[src/rtl/mem_pkg.sv]
// Shared constants and encodings for the program-memory port arbiter.
package mem_pkg;
    localparam int ADDR_W = 12;
    localparam int DATA_W = 32;

    typedef enum logic [1:0] {
        OWN_NONE = 2'd0,
        OWN_P0   = 2'd1,
        OWN_P1   = 2'd2
    } owner_e;

    localparam logic [7:0] CMD_WRITE = 8'h02;
    localparam logic [7:0] CMD_READ  = 8'h03;
    localparam logic [7:0] CMD_ADD   = 8'h10;
    localparam logic [7:0] CMD_MUL   = 8'h12;

    function automatic owner_e own_of(input logic port);
        return port ? OWN_P1 : OWN_P0;
    endfunction
endpackage

[src/rtl/mem_port_arbiter_if.sv]
// Requester-side bundle: two ports' access requests plus grant and read return.
interface mem_port_arbiter_if #(
    parameter int ADDR_W = mem_pkg::ADDR_W,
    parameter int DATA_W = mem_pkg::DATA_W
);
    logic [1:0]          req;
    logic [1:0]          lock;
    logic [1:0]          req_wen;
    logic [2*ADDR_W-1:0] req_addr;
    logic [2*DATA_W-1:0] req_wdata;
    logic [1:0]          gnt;
    logic [1:0]          rvalid;
    logic [DATA_W-1:0]   rdata;
    logic                lock_err;

    modport master (
        output req, lock, req_wen, req_addr, req_wdata,
        input  gnt, rvalid, rdata, lock_err
    );

    modport slave (
        input  req, lock, req_wen, req_addr, req_wdata,
        output gnt, rvalid, rdata, lock_err
    );
endinterface

[src/rtl/rr_lock_arb.sv]
// Two-port round-robin arbiter with ownership lock and a bounded lock length.
module rr_lock_arb
    import mem_pkg::*;
#(
    parameter int LOCK_MAX = 4
) (
    input  logic       clk,
    input  logic       rst_n,
    input  logic [1:0] req,
    input  logic [1:0] lock,
    output logic [1:0] gnt,
    output logic       lock_err
);
    localparam int CNT_W = $clog2(LOCK_MAX + 1);

    owner_e           owner;
    logic             last_gnt;
    logic [CNT_W-1:0] lock_cnt;
    logic             own_idx;
    logic             gi;
    logic [1:0]       gnt_raw;

    assign own_idx = (owner == OWN_P1);

    always_comb begin
        gnt_raw = 2'b00;
        if (owner == OWN_NONE) begin
            if (req == 2'b11) gnt_raw = last_gnt ? 2'b01 : 2'b10;
            else              gnt_raw = req;
        end else if (req[own_idx]) begin
            gnt_raw[own_idx] = 1'b1;
        end
    end

    // No access may reach the memory while reset is being sampled.
    assign gnt = rst_n ? gnt_raw : 2'b00;
    assign gi  = gnt[1];

    always_ff @(posedge clk) begin
        if (!rst_n) begin
            owner    <= OWN_NONE;
            last_gnt <= 1'b1;
            lock_cnt <= '0;
            lock_err <= 1'b0;
        end else begin
            lock_err <= 1'b0;
            if (|gnt) last_gnt <= gi;
            case (owner)
                OWN_NONE: begin
                    if (|gnt && lock[gi]) begin
                        owner    <= own_of(gi);
                        lock_cnt <= CNT_W'(1);
                    end
                end
                default: begin
                    if (gnt[own_idx]) begin
                        if (!lock[own_idx]) begin
                            owner    <= OWN_NONE;
                            lock_cnt <= '0;
                        end else if (lock_cnt + 1'b1 == CNT_W'(LOCK_MAX)) begin
                            owner    <= OWN_NONE;
                            lock_cnt <= '0;
                            lock_err <= 1'b1;
                        end else begin
                            lock_cnt <= lock_cnt + 1'b1;
                        end
                    end else if (!req[own_idx] && !lock[own_idx]) begin
                        owner    <= OWN_NONE;
                        lock_cnt <= '0;
                    end
                end
            endcase
        end
    end
endmodule

[src/rtl/mem_port_arbiter.sv]
// Shares one single-port program memory between the command engine (port 0)
// and the debug/loader port (port 1); returns read data with 1-cycle latency.
module mem_port_arbiter #(
    parameter int ADDR_W   = mem_pkg::ADDR_W,
    parameter int DATA_W   = mem_pkg::DATA_W,
    parameter int LOCK_MAX = 4
) (
    input  logic              clk,
    input  logic              rst_n,
    mem_port_arbiter_if.slave bus,
    output logic [ADDR_W-1:0] mem_addr,
    output logic [DATA_W-1:0] mem_wdata,
    input  logic [DATA_W-1:0] mem_rdata,
    output logic              mem_wen,
    output logic              mem_cen
);
    logic [1:0] gnt;
    logic       lock_err_q;
    logic       gsel;
    logic       rd_vld;
    logic       rd_port;

    rr_lock_arb #(.LOCK_MAX(LOCK_MAX)) u_arb (
        .clk      (clk),
        .rst_n    (rst_n),
        .req      (bus.req),
        .lock     (bus.lock),
        .gnt      (gnt),
        .lock_err (lock_err_q)
    );

    assign gsel      = gnt[1];
    assign mem_cen   = |gnt;
    assign mem_wen   = mem_cen & bus.req_wen[gsel];
    assign mem_addr  = gsel ? bus.req_addr[2*ADDR_W-1:ADDR_W]  : bus.req_addr[ADDR_W-1:0];
    assign mem_wdata = gsel ? bus.req_wdata[2*DATA_W-1:DATA_W] : bus.req_wdata[DATA_W-1:0];

    // Remember who issued the read so the returning word goes to that port.
    always_ff @(posedge clk) begin
        if (!rst_n) begin
            rd_vld  <= 1'b0;
            rd_port <= 1'b0;
        end else begin
            rd_vld  <= mem_cen & ~bus.req_wen[gsel];
            rd_port <= gsel;
        end
    end

    assign bus.gnt      = gnt;
    assign bus.rvalid   = (rst_n && rd_vld) ? (rd_port ? 2'b10 : 2'b01) : 2'b00;
    assign bus.rdata    = (rst_n && rd_vld) ? mem_rdata : '0;
    assign bus.lock_err = rst_n & lock_err_q;
endmodule

[src/flat_wrapper.sv]
// flat-port wrapper written by rule: the top's interface ports become plain ports
module mem_port_arbiter_flat 
#(
    parameter int ADDR_W   = mem_pkg::ADDR_W,
    parameter int DATA_W   = mem_pkg::DATA_W,
    parameter int LOCK_MAX = 4
)
  (clk, rst_n, mem_addr, mem_wdata, mem_rdata, mem_wen, mem_cen, bus_req, bus_lock, bus_req_wen, bus_req_addr, bus_req_wdata, bus_gnt, bus_rvalid, bus_rdata, bus_lock_err);
  mem_port_arbiter_if #(.ADDR_W(ADDR_W), .DATA_W(DATA_W)) bus_i ();
  input  logic clk;
  input  logic rst_n;
  output logic [ADDR_W-1:0] mem_addr;
  output logic [DATA_W-1:0] mem_wdata;
  input  logic [DATA_W-1:0] mem_rdata;
  output logic mem_wen;
  output logic mem_cen;
  input wire logic [$bits(bus_i.req)-1:0] bus_req;
  input wire logic [$bits(bus_i.lock)-1:0] bus_lock;
  input wire logic [$bits(bus_i.req_wen)-1:0] bus_req_wen;
  input wire logic [$bits(bus_i.req_addr)-1:0] bus_req_addr;
  input wire logic [$bits(bus_i.req_wdata)-1:0] bus_req_wdata;
  output wire logic [$bits(bus_i.gnt)-1:0] bus_gnt;
  output wire logic [$bits(bus_i.rvalid)-1:0] bus_rvalid;
  output wire logic [$bits(bus_i.rdata)-1:0] bus_rdata;
  output wire logic [$bits(bus_i.lock_err)-1:0] bus_lock_err;
  assign bus_i.req = bus_req;
  assign bus_i.lock = bus_lock;
  assign bus_i.req_wen = bus_req_wen;
  assign bus_i.req_addr = bus_req_addr;
  assign bus_i.req_wdata = bus_req_wdata;
  assign bus_gnt = bus_i.gnt;
  assign bus_rvalid = bus_i.rvalid;
  assign bus_rdata = bus_i.rdata;
  assign bus_lock_err = bus_i.lock_err;
  mem_port_arbiter #(.ADDR_W(ADDR_W), .DATA_W(DATA_W), .LOCK_MAX(LOCK_MAX)) u_core (.clk(clk), .rst_n(rst_n), .bus(bus_i), .mem_addr(mem_addr), .mem_wdata(mem_wdata), .mem_rdata(mem_rdata), .mem_wen(mem_wen), .mem_cen(mem_cen));
endmodule
[config.mk]
export PLATFORM = sky130hd
export DESIGN_NAME = mem_port_arbiter_flat
export DESIGN_NICKNAME = d
export VERILOG_FILES = /design/src/rtl/mem_pkg.sv /design/src/rtl/mem_port_arbiter_if.sv /design/src/rtl/rr_lock_arb.sv /design/src/rtl/mem_port_arbiter.sv /design/src/flat_wrapper.sv
export SDC_FILE = /design/constraint.sdc
export NUM_CORES = 1
export LEC_CHECK = 0
export ABC_AREA = 1
export BUFFER_PORTS_ARGS = -buffer_cell sky130_fd_sc_hd__buf_4
export CAP_MARGIN = 25
export CORE_AREA = 3 3 81 83
export CTS_CLUSTER_DIAMETER = 120
export DETAILED_ROUTE_END_ITERATION = 6
export DIE_AREA = 0 0 84 86
export GPL_TIMING_DRIVEN = 0
export PLACE_DENSITY = 0.73
export SLEW_MARGIN = 20
export SYNTH_ARGS = -nofsm -noshare
export SYNTH_HDL_FRONTEND = slang
export SYNTH_SLANG_ARGS = --single-unit
[constraint.sdc]
create_clock -name clk -period 2.9 [get_ports clk]
set_input_delay 0.29 -clock clk [delete_from_list [all_inputs] [get_ports clk]]
set_output_delay 0.29 -clock clk [all_outputs]
set_load 0.05 [all_outputs]
# [Yosys cells after proc, flatten, opt, wreduce, memory -nomap -nowiden]
# Cells that the tools add are included.
[op_classes] addsub=1 order_cmp=3 eq_ne=5 muxes=36 n_bitwise=7 reduce_logical=12
[ops] op="32-bit two-way mux" count=2
[ops] op="2-bit two-way mux" count=14
[ops] op="3-bit two-way mux" count=6
[ops] op="1-bit two-way mux" count=12
[ops] op="12-bit two-way mux" count=1
[ops] op="2-bit == test, second input constant" count=2
[ops] op="1-bit logical AND" count=4
[ops] op="1-bit by 2-bit less-than comparator with 1-bit output, second input constant" count=2
[ops] op="4-bit by 3-bit inequality test with 1-bit output, second input constant" count=1
[ops] op="1-bit NOT" count=4
[ops] op="4-bit OR reduction" count=1
[ops] op="3-bit by 1-bit adder with 3-bit output, second input constant" count=1
[ops] op="1-bit bitwise AND" count=3
[ops] op="3-bit == test, second input constant" count=1
[ops] op="3-bit AND reduction" count=1
[ops] op="3-bit nonzero test" count=1
[ops] op="1-bit logical NOT" count=2
[ops] op="2-bit logical NOT" count=1
[ops] op="2-bit by 1-bit inequality test with 1-bit output, second input constant" count=1
[ops] op="2-bit AND reduction" count=1
[ops] op="2-bit OR reduction" count=1
[ops] op="1-bit demux with 1-bit select" count=1
[ops] op="1-bit >= comparator, second input constant" count=1
[word_totals] ff_bits=9 input_bits=128

# [Longest topological paths before layout]
# Gate-level depths: netlist of run 1.
[logic_depth] word_depth=13 mapped_depth=12

# [Modules after synthesis]
# From an unflattened synthesis of run 1, not the netlist that was laid out.
[hier_totals] cells_unflattened=324 area_unflattened_um2=1516.5
[modules_own_cells] mod="mem_port_arbiter" n_inst=1 cells_per_inst=227 area_per_inst_um2=917.1 seq_area_each_um2=40.0
[modules_own_cells] mod="rr_lock_arb" n_inst=1 cells_per_inst=97 area_per_inst_um2=599.3 seq_area_each_um2=140.1

# [Worst setup path after synthesis of run 1]
# Ideal clock, no wire load.
[synth_path] path_kind="register to output" startpoint="register u_core.u_arb.owner[0]" endpoint="output port mem_wen" t_arrival_ps=1799 required_time_ps=2610 path_slack_ps=811 stages_incl_launch_ff=7 n_path_buf=0 cell_sequence="dfxtp_1 -> inv_2 -> nand2_4 -> nand3_2 -> nor2_4 -> nor2_1 -> nor2_1"
[synth_rtl] element="from (decl)" line="rr_lock_arb.sv:16" text="owner_e owner;"
[synth_rtl] element="from (signal assigned)" line="rr_lock_arb.sv:51" text="owner <= own_of(gi);"
[synth_rtl] element="2-bit == test" line="rr_lock_arb.sv:23" text="assign own_idx = (owner == OWN_P1);"
[synth_rtl] element="1-bit by 2-bit less-than comparator with 1-bit output (not written as such) / 1-bit >= comparator (equally long branches)" line="rr_lock_arb.sv:31" text="gnt_raw[own_idx] = 1'b1;"
[synth_rtl] element="1-bit logical AND (not written as such)" line="rr_lock_arb.sv:31"
[synth_rtl] element="1-bit two-way mux (not written as such)" line="rr_lock_arb.sv:31"
[synth_rtl] element="1-bit demux with 1-bit select" line="rr_lock_arb.sv:31"
[synth_rtl] element="2-bit two-way mux" line="rr_lock_arb.sv:30" text="end else if (req[own_idx]) begin"
[synth_rtl] element="2-bit two-way mux *" line="rr_lock_arb.sv:27" text="if (owner == OWN_NONE) begin"
[synth_rtl] element="2-bit two-way mux *" line="rr_lock_arb.sv:36" text="assign gnt = rst_n ? gnt_raw : 2'b00;"
[synth_rtl] element="via bus_gnt[0]" line="flat_wrapper.sv:22" text="output wire logic [$bits(bus_i.gnt)-1:0] bus_gnt;"
[synth_rtl] element="2-bit OR reduction *" line="mem_port_arbiter.sv:33" text="assign mem_cen = |gnt;"
[synth_rtl] element="1-bit bitwise AND *" line="mem_port_arbiter.sv:34" text="assign mem_wen = mem_cen & bus.req_wen[gsel];"
[synth_rtl] element="to (decl)" line="flat_wrapper.sv:15" text="output logic mem_wen;"
# Mark *: on every way through the listed nets, which the timed path passes. The rest lies on a longest branch. The select of a mux whose other input is x is not followed.

# [Worst setup path after layout of run 1]
[layout_path] startpoint="register u_core.u_arb.owner[1]" endpoint="output port mem_wen"
[layout_between] elab_chain_len=11
[layout_lines] element="2-bit == test" line="rr_lock_arb.sv:23"
[layout_lines] element="1-bit by 2-bit less-than comparator with 1-bit output (not written as such) / 1-bit >= comparator (equally long branches)" line="rr_lock_arb.sv:31"
[layout_lines] element="1-bit logical AND (not written as such)" line="rr_lock_arb.sv:31"
[layout_lines] element="1-bit two-way mux (not written as such)" line="rr_lock_arb.sv:31"
[layout_lines] element="1-bit demux with 1-bit select" line="rr_lock_arb.sv:31"
[layout_lines] element="2-bit two-way mux" line="rr_lock_arb.sv:30"
[layout_lines] element="2-bit two-way mux *" line="rr_lock_arb.sv:27"
[layout_lines] element="2-bit two-way mux *" line="rr_lock_arb.sv:36"
[layout_lines] element="1-bit two-way mux (not written as such) (2 in series)" line="mem_port_arbiter.sv:34"
[layout_lines] element="1-bit bitwise AND *" line="mem_port_arbiter.sv:34"
# Mark *: on every way between the ends. The rest lies on a longest branch, timed or not. The select of a mux whose other input is x is not followed.

==> results of run 1 <==
==> final cells by class <==
type	instances	area share, %
clock buffers	4	1.42
flip-flops and latches	9	5.69
repair buffers	210	49.8
inverters	51	6.05
well taps	75	2.96
plain buffers	14	2.37
multi-input cells	236	31.7
==> logic make-up after synthesis <==
| kind of cell | Yosys count | synth area share [%] |
|---|---|---|
| buffers and inverters | 65 | 18.4 |
| and+or+nand+nor | 222 | 62.7 |
| AOI/OAI and AO/OA | 11 | 4.22 |
| xor gates and xnor gates | 1 | 0.604 |
| adders and majority gates | 2 | 1.72 |
| DFF | 9 | 12.4 |
==> metrics by stage <==
step,worst slack [ps],instances,hold slack (ps),utilization [%],cell area [sq um]
detailed placement,900,595,491,52.7,3120
floorplan,811,310,459,-,1450
CTS,652,599,402,53.5,3170
global placement,907,595,478,52.7,3120
global route,501,599,432,53.5,3170
finish,661,599,403,53.5,3170
==> power groups by stage <==
stage          Sequential [mW]  Combinational, mW  Clock [mW]
2_1_floorplan            0.195              0.986           0
3_3_place_gp             0.202               1.44           0
3_5_place_dp             0.205               1.46           0
4_1_cts                  0.203               1.47       0.147
5_1_grt                  0.208               1.57       0.157
6_report                 0.203               1.46       0.145
==> state kept, by name, summed over array words and instances (netlist names) <==
name,flops
u_core.u_arb.lock_err,1
u_core.u_arb.lock_cnt,3
u_core.rd_vld,1
u_core.u_arb.last_gnt,1
u_core.u_arb.owner,2
u_core.rd_port,1
==> worst max-delay path, stage by stage (launching register included) <==
cell     delay, ps
dfxtp_1        380
nor2_4         230
nand3_2        130
nand2_2        150
buf_2          240
nand2_1         60
o21ai_0        140
inv_1           80
nor2_1          90
buf_4          210
==> Yosys cell counts (2+ instances only) <==
library cell / n / share of area, %
buf_2: 6 / 2.1
nor2_4: 4 / 3.1
nand3_1: 6 / 2.1
o21ai_0: 5 / 1.7
a21oi_1: 3 / 1.0
inv_2: 2 / 0.52
inv_1: 49 / 13
nand2_1: 154 / 40
clkbuf_1: 5 / 1.3
nor2_1: 51 / 13
nand3_2: 3 / 2.1
nand2_2: 2 / 0.86
buf_4: 2 / 1.0
dfxtp_1: 9 / 12
nand2_4: 2 / 1.6
ha_1: 2 / 1.7
==> final timing paths <==
kind / start / to / slack [ps]
worst min-delay path: bus_req_wen[0] / u_core.rd_vld / 400
worst max register to register: u_core.u_arb.owner[0] / u_core.u_arb.lock_cnt[0] / 1310
worst min register to register: u_core.u_arb.lock_cnt[2] / u_core.u_arb.lock_cnt[2] / 500
worst max-delay path: u_core.u_arb.owner[1] / mem_wen / 660
==> per-layer routing <==
layer	global-route usage, %	wire (um)	up-vias
met5	0	0	-
li1	-	-	1317
met4	4.68	147	0
met1	18.9	2470	1032
met3	3.46	666	10
met2	34.8	3720	140
==> results.yml, run 1 <==
clock_network:
  clock_latency_ps: 230
  clkTransAtPathRegs_ps: 40
  cts_buffers: 3
  cts_tree: "built"
  cts_sinks: 9
  cts_hold_buf: 0
  cts-root-buf: "clkbuf_8"
  cts_max_path_buffers: 2
  cts_resized: 0
  htree_levels: 1
  post_cts_buffers: 0
timing:
  slew_headroom_pct: 71.1
  setup_viol: 0
  worst_pin_slew_ps: 434
  period_minus_slack_ps: 2240
  period_share_pct: 77.2
  finalHoldViolCount: 0
  rsz0062_at_grt: "false"
  final.setup.tns_ps: 0
  slew_viol_final: 0
  fmax_mhz: 447
  finClkSkew_ps: 1.66
synthesis:
  ys_ff_latch: 9
  syn_inst: 310
  synthFlopType: "dfxtp_1"
  yosysSeqAreaShare_pct: 12.4
  synth-edff-count: 0
  yosysWarnings: 0
  synthesis.nets: 440
  ys_types: 21
  postSynthAreaPerCell_sq_um: 4.68
  syn_area_sq_um: 1450
  synthArstFlopShare_pct: 0
final_layout:
  multi_input_area_sq_um: 1000
  layout_common_cells: "buf_4, nand2_1, nor2_1"
  fill_cells: 601
  regArea_sq_um: 180
  area_delta_synth_final_pct: 118
  mostFrequentLayoutCell: "buf_4"
  antenna_cells: 0
  drive_gt1_share_pct: 45.0
  fin_nets: 655
drt:
  routed_wl_mm: 7.01
  ant_nets: 0
  drtIter0Drc: 67
  first_pass_iters: 4
  via_per_inst: 4.17
  wl_per_cell_um: 11.7
  remaining_drc_errors: 0
  num_vias: 2499
power:
  irDropWorstVdd_uv: 317
  swShare_pct: 59.8
  finalPower_mw: 1.81
  power_leakage_nw: 2.08
  switching_power_mw: 1.08
  p_int_mw: 0.726
  p_comb_share_pct: 80.7
  power_density_nw_per_um2: 571
  clkPwrFrac_pct: 8.0
  seqPwrFrac_pct: 11.3
die:
  row_count: 28
  die_h_um: 86
  die-area_sq_um: 7220
  coreArea_sq_um: 5920
  io-pin-count: 211
  initial_core_util_pct: 24.5
  die_x_um: 84
global_route:
  grt_max_degree: 11
  grt.overflow.total: 0
  antenna_found_initial: 0
  grt_pass1_wl_mm: 10.7
  grt_pass1_vias: 2378
  grt_usage_pct: 17.6
placement:
  portBuffers: 210
  dpl.hpwl_mm: 6.13
  gp_congestion: 0.781
setup_path:
  endpoint_kind: "output pin"
  r2r_cells: 11
  setup.worst_path.start_class: "flop"
  crit_type: "flop to output pin"
  cp.arrival_ps: 1950
  required_ps: 2610
  crit_path_max_fanout: 10
status:
  outcome: "finished clean"
job:
  cap_violations: 0
min_path:
  hold_depth: 4
  hold_class: "input port to flop"
Power figures use the tool's default switching activity.
==> run 2: changes to the inputs <==
==> constraint.sdc (replaced) <==
create_clock -name clk -period 2.1 [get_ports clk]
set_input_delay 0.21 -clock clk [delete_from_list [all_inputs] [get_ports clk]]
set_output_delay 0.21 -clock clk [all_outputs]
set_load 0.05 [all_outputs]
==> results.yml, run 2 (synthesis results as in run 1) <==
final_layout:
  reg_top3: "u_core.u_arb.lock_cnt x3, u_core.u_arb.owner x2"
  mostFrequentLayoutCell: "buf_4"
  finalInstanceArea_sq_um: 3200
  largest_reg_flops: 3
  area_delta_synth_final_pct: 120
  antenna_cells: 0
  fin_nets: 657
  top_register: "u_core.u_arb.lock_cnt"
  drive_gt1_share_pct: 46.2
  layout_common_cells: "buf_4, nand2_1, nor2_1"
timing:
  rsz0062_at_grt: "false"
  slew_headroom_pct: 71.1
  period_minus_slack_ps: 1940
  finalHoldViolCount: 0
  finClkSkew_ps: 1.46
  final.setup.tns_ps: 0
  setup_viol: 0
  worst_pin_slew_ps: 434
  slew_viol_final: 0
  period_share_pct: 92.2
  fmax_mhz: 516
setup_path:
  required_ps: 1890
  slowest_delay_ps: 360
  crit_path_top_delay_cell: "dfxtp_2"
  endpoint_kind: "output pin"
  cp_common_cell: "buf_4"
  cp.arrival_ps: 1730
  crit_type: "flop to output pin"
  critPathLaunch: "u_core.u_arb.owner[0]"
  setup.worst_path.start_class: "flop"
  rrSetupSlack_ps: 600
  path_cells: "nor2_4 -> nand3_2 -> nand2_4 -> buf_4 -> nand2_1 -> o21ai_1 -> inv_1 -> nor2_1 -> buf_4"
  critPathCapture: "mem_wen"
  worstReg2RegEnd: "u_core.u_arb.lock_cnt[0]"
  r2r_cells: 10
  crit_path_max_fanout: 10
  r2r-start: "u_core.u_arb.owner[0]"
global_route:
  grt_usage_pct: 17.6
  grt_max_degree: 11
  grt_pass1_wl_mm: 10.7
  grt.overflow.total: 0
  grt_pass1_vias: 2378
  antenna_found_initial: 0
clock_network:
  clkTransAtPathRegs_ps: 50
  cts_hold_buf: 0
  cts_buffers: 3
  cts_max_path_buffers: 2
  cts-root-buf: "clkbuf_8"
  cts_tree: "built"
  cts_sinks: 9
  clock_latency_ps: 230
  htree_levels: 1
drt:
  via_per_inst: 4.16
  remaining_drc_errors: 0
  drtIter0Drc: 61
  ant_nets: 0
  wl_per_cell_um: 11.7
  num_vias: 2503
  routed_wl_mm: 7.06
  first_pass_iters: 4
job:
  cap_violations: 0
placement:
  portBuffers: 210
  post_dp_cell_area_sq_um: 3120
  dpl.hpwl_mm: 6.13
  gp_congestion: 0.781
die:
  die_x_um: 84
  row_count: 28
  io-pin-count: 211
  coreArea_sq_um: 5920
  die-area_sq_um: 7220
  die_h_um: 86
  initial_core_util_pct: 24.5
power:
  p_comb_share_pct: 80.9
  irDropWorstVdd_uv: 438
  switching_power_mw: 1.51
  p_int_mw: 1.05
  seqPwrFrac_pct: 11.2
  swShare_pct: 59.0
  clkPwrFrac_pct: 7.9
  power_leakage_nw: 2.10
  power_density_nw_per_um2: 801
min_path:
  hold_class: "input port to flop"
status:
  outcome: "finished clean"
-- run 2: how the worst min path moves through the flow --
stage,from,endpoint,slack (ps),cells after the start
CTS,bus_req_wen[0],u_core.rd_vld,320,4
detailed placement,u_core.u_arb.lock_cnt[2],u_core.u_arb.lock_cnt[2],490,2
floorplan,bus_req_wen[0],u_core.rd_vld,420,3
finish,bus_req_wen[0],u_core.rd_vld,330,4
global placement,u_core.u_arb.lock_cnt[2],u_core.u_arb.lock_cnt[2],480,2
global route,bus_req_wen[0],u_core.rd_vld,360,4
-- run 2: worst max-delay path: cells and delay by family (launching register included) --
family / cells / cell delay, ps
simple gates: 5 / 540
compound gates: 1 / 130
flops: 1 / 360
buf+inv: 3 / 460
-- run 2: area by class of cell --
type | count | area, sq um
fill | 598 | 2720
timing repair buffer | 212 | 1590
multi-input combinational | 236 | 1010
inverter | 51 | 191
sequential | 9 | 183
tap | 75 | 93.8
buffer | 14 | 80.1
clock buffer | 4 | 45.0
-- run 2: timing repair --
item,4_1_cts,5_1_grt
setup endpoints to repair,10,32
buffers inserted,0,2
endpoints found under the hold margin,0,0
pin swaps,0,1
resized for setup,2,8
-- run 2: power by group through the flow --
stage          Sequential (mW)  Combinational [mW]  Clock, mW
6_report                 0.286                2.07      0.203
5_1_grt                  0.293                2.22      0.216
4_1_cts                  0.283                2.03      0.203
3_5_place_dp             0.283                2.02          0
3_3_place_gp             0.280                1.99          0
2_1_floorplan            0.270                1.36          0
-- run 2: stage by stage --
step / power (mW) / setup WS (ps) / instances / hold WS (ps) / utilization [%]
global placement: 2.27 / 187 / 595 / 478 / 52.7
floorplan: 1.63 / 91.4 / 310 / 415 / -
finish: 2.56 / 163 / 601 / 330 / 54.0
CTS: 2.52 / 0.939 / 599 / 322 / 53.6
global route: 2.73 / 25.9 / 601 / 361 / 54.0
detailed placement: 2.30 / 180 / 595 / 491 / 52.7
-- run 2: metal layers --
layer | share of wire (%) | wire length, um | global-route usage (%) | vias to the layer above
met4 | 2.2 | 153 | 4.68 | 0
met5 | 0 | 0 | 0 | -
met3 | 9.4 | 666 | 3.46 | 10
met1 | 35 | 2500 | 18.9 | 1030
li1 | - | - | - | 1321
met2 | 53 | 3740 | 34.8 | 142
==> run 3: changes to the inputs <==
--- a/config.mk
+++ b/config.mk
@@ -8,12 +8,12 @@
 export ABC_AREA = 1
 export BUFFER_PORTS_ARGS = -buffer_cell sky130_fd_sc_hd__buf_4
 export CAP_MARGIN = 25
-export CORE_AREA = 3 3 81 83
+export CORE_MARGIN = 3
+export CORE_UTILIZATION = 25
 export CTS_CLUSTER_DIAMETER = 120
 export DETAILED_ROUTE_END_ITERATION = 6
-export DIE_AREA = 0 0 84 86
 export GPL_TIMING_DRIVEN = 0
-export PLACE_DENSITY = 0.73
+export PLACE_DENSITY = 0.75
 export SLEW_MARGIN = 20
 export SYNTH_ARGS = -nofsm -noshare
 export SYNTH_HDL_FRONTEND = slang
==> results.yml, run 3 (synthesis results as in run 1) <==
setup_path:
  cp.arrival_ps: 1730
  endpoint_kind: "output pin"
  required_ps: 1890
  setup.worst_path.start_class: "flop"
  crit_path_max_fanout: 10
  crit_type: "flop to output pin"
drt:
  remaining_drc_errors: 0
  highest_layer: "met4"
  via_per_inst: 4.17
  wl_met1_mm: 2.38
  num_vias: 2500
  dr_wl_met3_um: 790
  wl_per_cell_um: 11.7
  first_pass_iters: 4
  dr_wl_met2_mm: 3.67
  drtIter0Drc: 83
  routed_wl_mm: 6.98
  ant_nets: 0
power:
  irDropWorstVdd_uv: 440
  p_int_mw: 1.06
  finalPower_mw: 2.57
  power_leakage_nw: 2.10
  seqPwrFrac_pct: 11.1
  switching_power_mw: 1.51
  power_density_nw_per_um2: 804
  p_comb_share_pct: 80.8
  clkPwrFrac_pct: 8.0
  swShare_pct: 58.6
global_route:
  grt_pass1_vias: 2113
  grt_usage_pct: 17.5
  antenna_found_initial: 0
  grt.overflow.total: 0
  grt_max_degree: 11
  grt_pass1_wl_mm: 9.32
min_path:
  hold_class: "input port to flop"
final_layout:
  antenna_cells: 0
  final_util_pct: 57.4
  fin_cells: 599
  area_delta_synth_final_pct: 120
  fill_cells: 565
  finalInstanceArea_sq_um: 3200
  mostFrequentLayoutCell: "buf_4"
  fin_nets: 658
  top_register: "u_core.u_arb.lock_cnt"
  reg_top3: "u_core.u_arb.lock_cnt x3, u_core.u_arb.owner x2"
  regArea_sq_um: 183
  layout_common_cells: "buf_4, nand2_1, nor2_1"
  drive_gt1_share_pct: 45.9
  multi_input_area_sq_um: 1010
  largest_reg_flops: 3
clock_network:
  cts-root-buf: "clkbuf_8"
  htree_levels: 1
  clock_latency_ps: 240
  clkTransAtPathRegs_ps: 40
  cts_sinks: 9
  cts_max_path_buffers: 2
  cts_tree: "built"
  cts_buffers: 3
placement:
  gp_congestion: 0.800
  dp_cells: 592
  post_dp_cell_area_sq_um: 3120
  dpl.hpwl_mm: 6.09
  dpl_worst_slack_ps: 202
  portBuffers: 210
timing:
  timing.hold.ws_ps: 324
  setup_viol: 0
  worst_pin_slew_ps: 395
  fmax_mhz: 517
  rsz0062_at_grt: "true"
  slew_headroom_pct: 73.7
  final.setup.tns_ps: 0
  setup_ws_ps: 165
  period_minus_slack_ps: 1940
  period_share_pct: 92.2
  finClkSkew_ps: 2.85
  finalHoldViolCount: 0
  slew_viol_final: 0
die:
  initial_core_util_pct: 26.0
  row_count: 27
  coreArea_sq_um: 5570
  die-area_sq_um: 6760
  die_h_um: 82.2
  io-pin-count: 211
  die_x_um: 82.2
job:
  cap_violations: 0
status:
  outcome: "finished clean"
-- run 3: changes by cell type in the layout (fill, tap and decap cells not counted), sizes merged --
cell	change
buf	+1
-- run 3: critical path, cell delays in order, from the launching register on --
cell	delay (ps)
dfxtp_2	360
nor2_4	150
nand3_2	120
nand2_4	120
inv_1	60
buf_4	170
buf_2	200
nand2_1	70
nand2_1	60
buf_4	190
-- run 3: timing repair --
item                       4_1_cts  5_1_grt
buffers inserted                 0        3
hold buffers                     0        0
resized for setup                2        4
setup endpoints to repair        9       33
pin swaps                        0        1
-- run 3: final timing paths --
kind	start	endpoint	slack, ps	depth (start not counted)
min reg2reg	u_core.u_arb.lock_cnt[2]	u_core.u_arb.lock_cnt[2]	500	2
min	bus_req_wen[0]	u_core.rd_vld	320	4
max reg2reg	u_core.u_arb.owner[0]	u_core.u_arb.lock_cnt[1]	640	10
max	u_core.u_arb.owner[0]	mem_wdata[1]	160	9
-- run 3: layout make-up --
cell class / instances / area share [%]
Tap cell: 72 / 2.82
Clock buffer: 4 / 1.41
Multi-Input combinational cell: 236 / 31.7
Timing Repair Buffer: 213 / 50.0
Sequential cell: 9 / 5.71
Buffer: 14 / 2.43
Inverter: 51 / 5.99
-- run 3: power by group through the flow --
stage	sequential, mW	combinational (mW)	clock [mW]
after floorplan	0.270	1.36	0
after global placement	0.279	1.99	0
after detailed placement	0.282	2.01	0
after CTS	0.281	2.02	0.209
after global routing	0.294	2.23	0.225
final	0.286	2.08	0.206
-- run 3: layer usage --
| metal | vias up | track usage (%) |
|---|---|---|
| li1 | 1323 | - |
| met1 | 1035 | 17.8 |
| met2 | 132 | 34.3 |
| met3 | 10 | 4.66 |
| met4 | 0 | 5.32 |
| met5 | - | 0 |
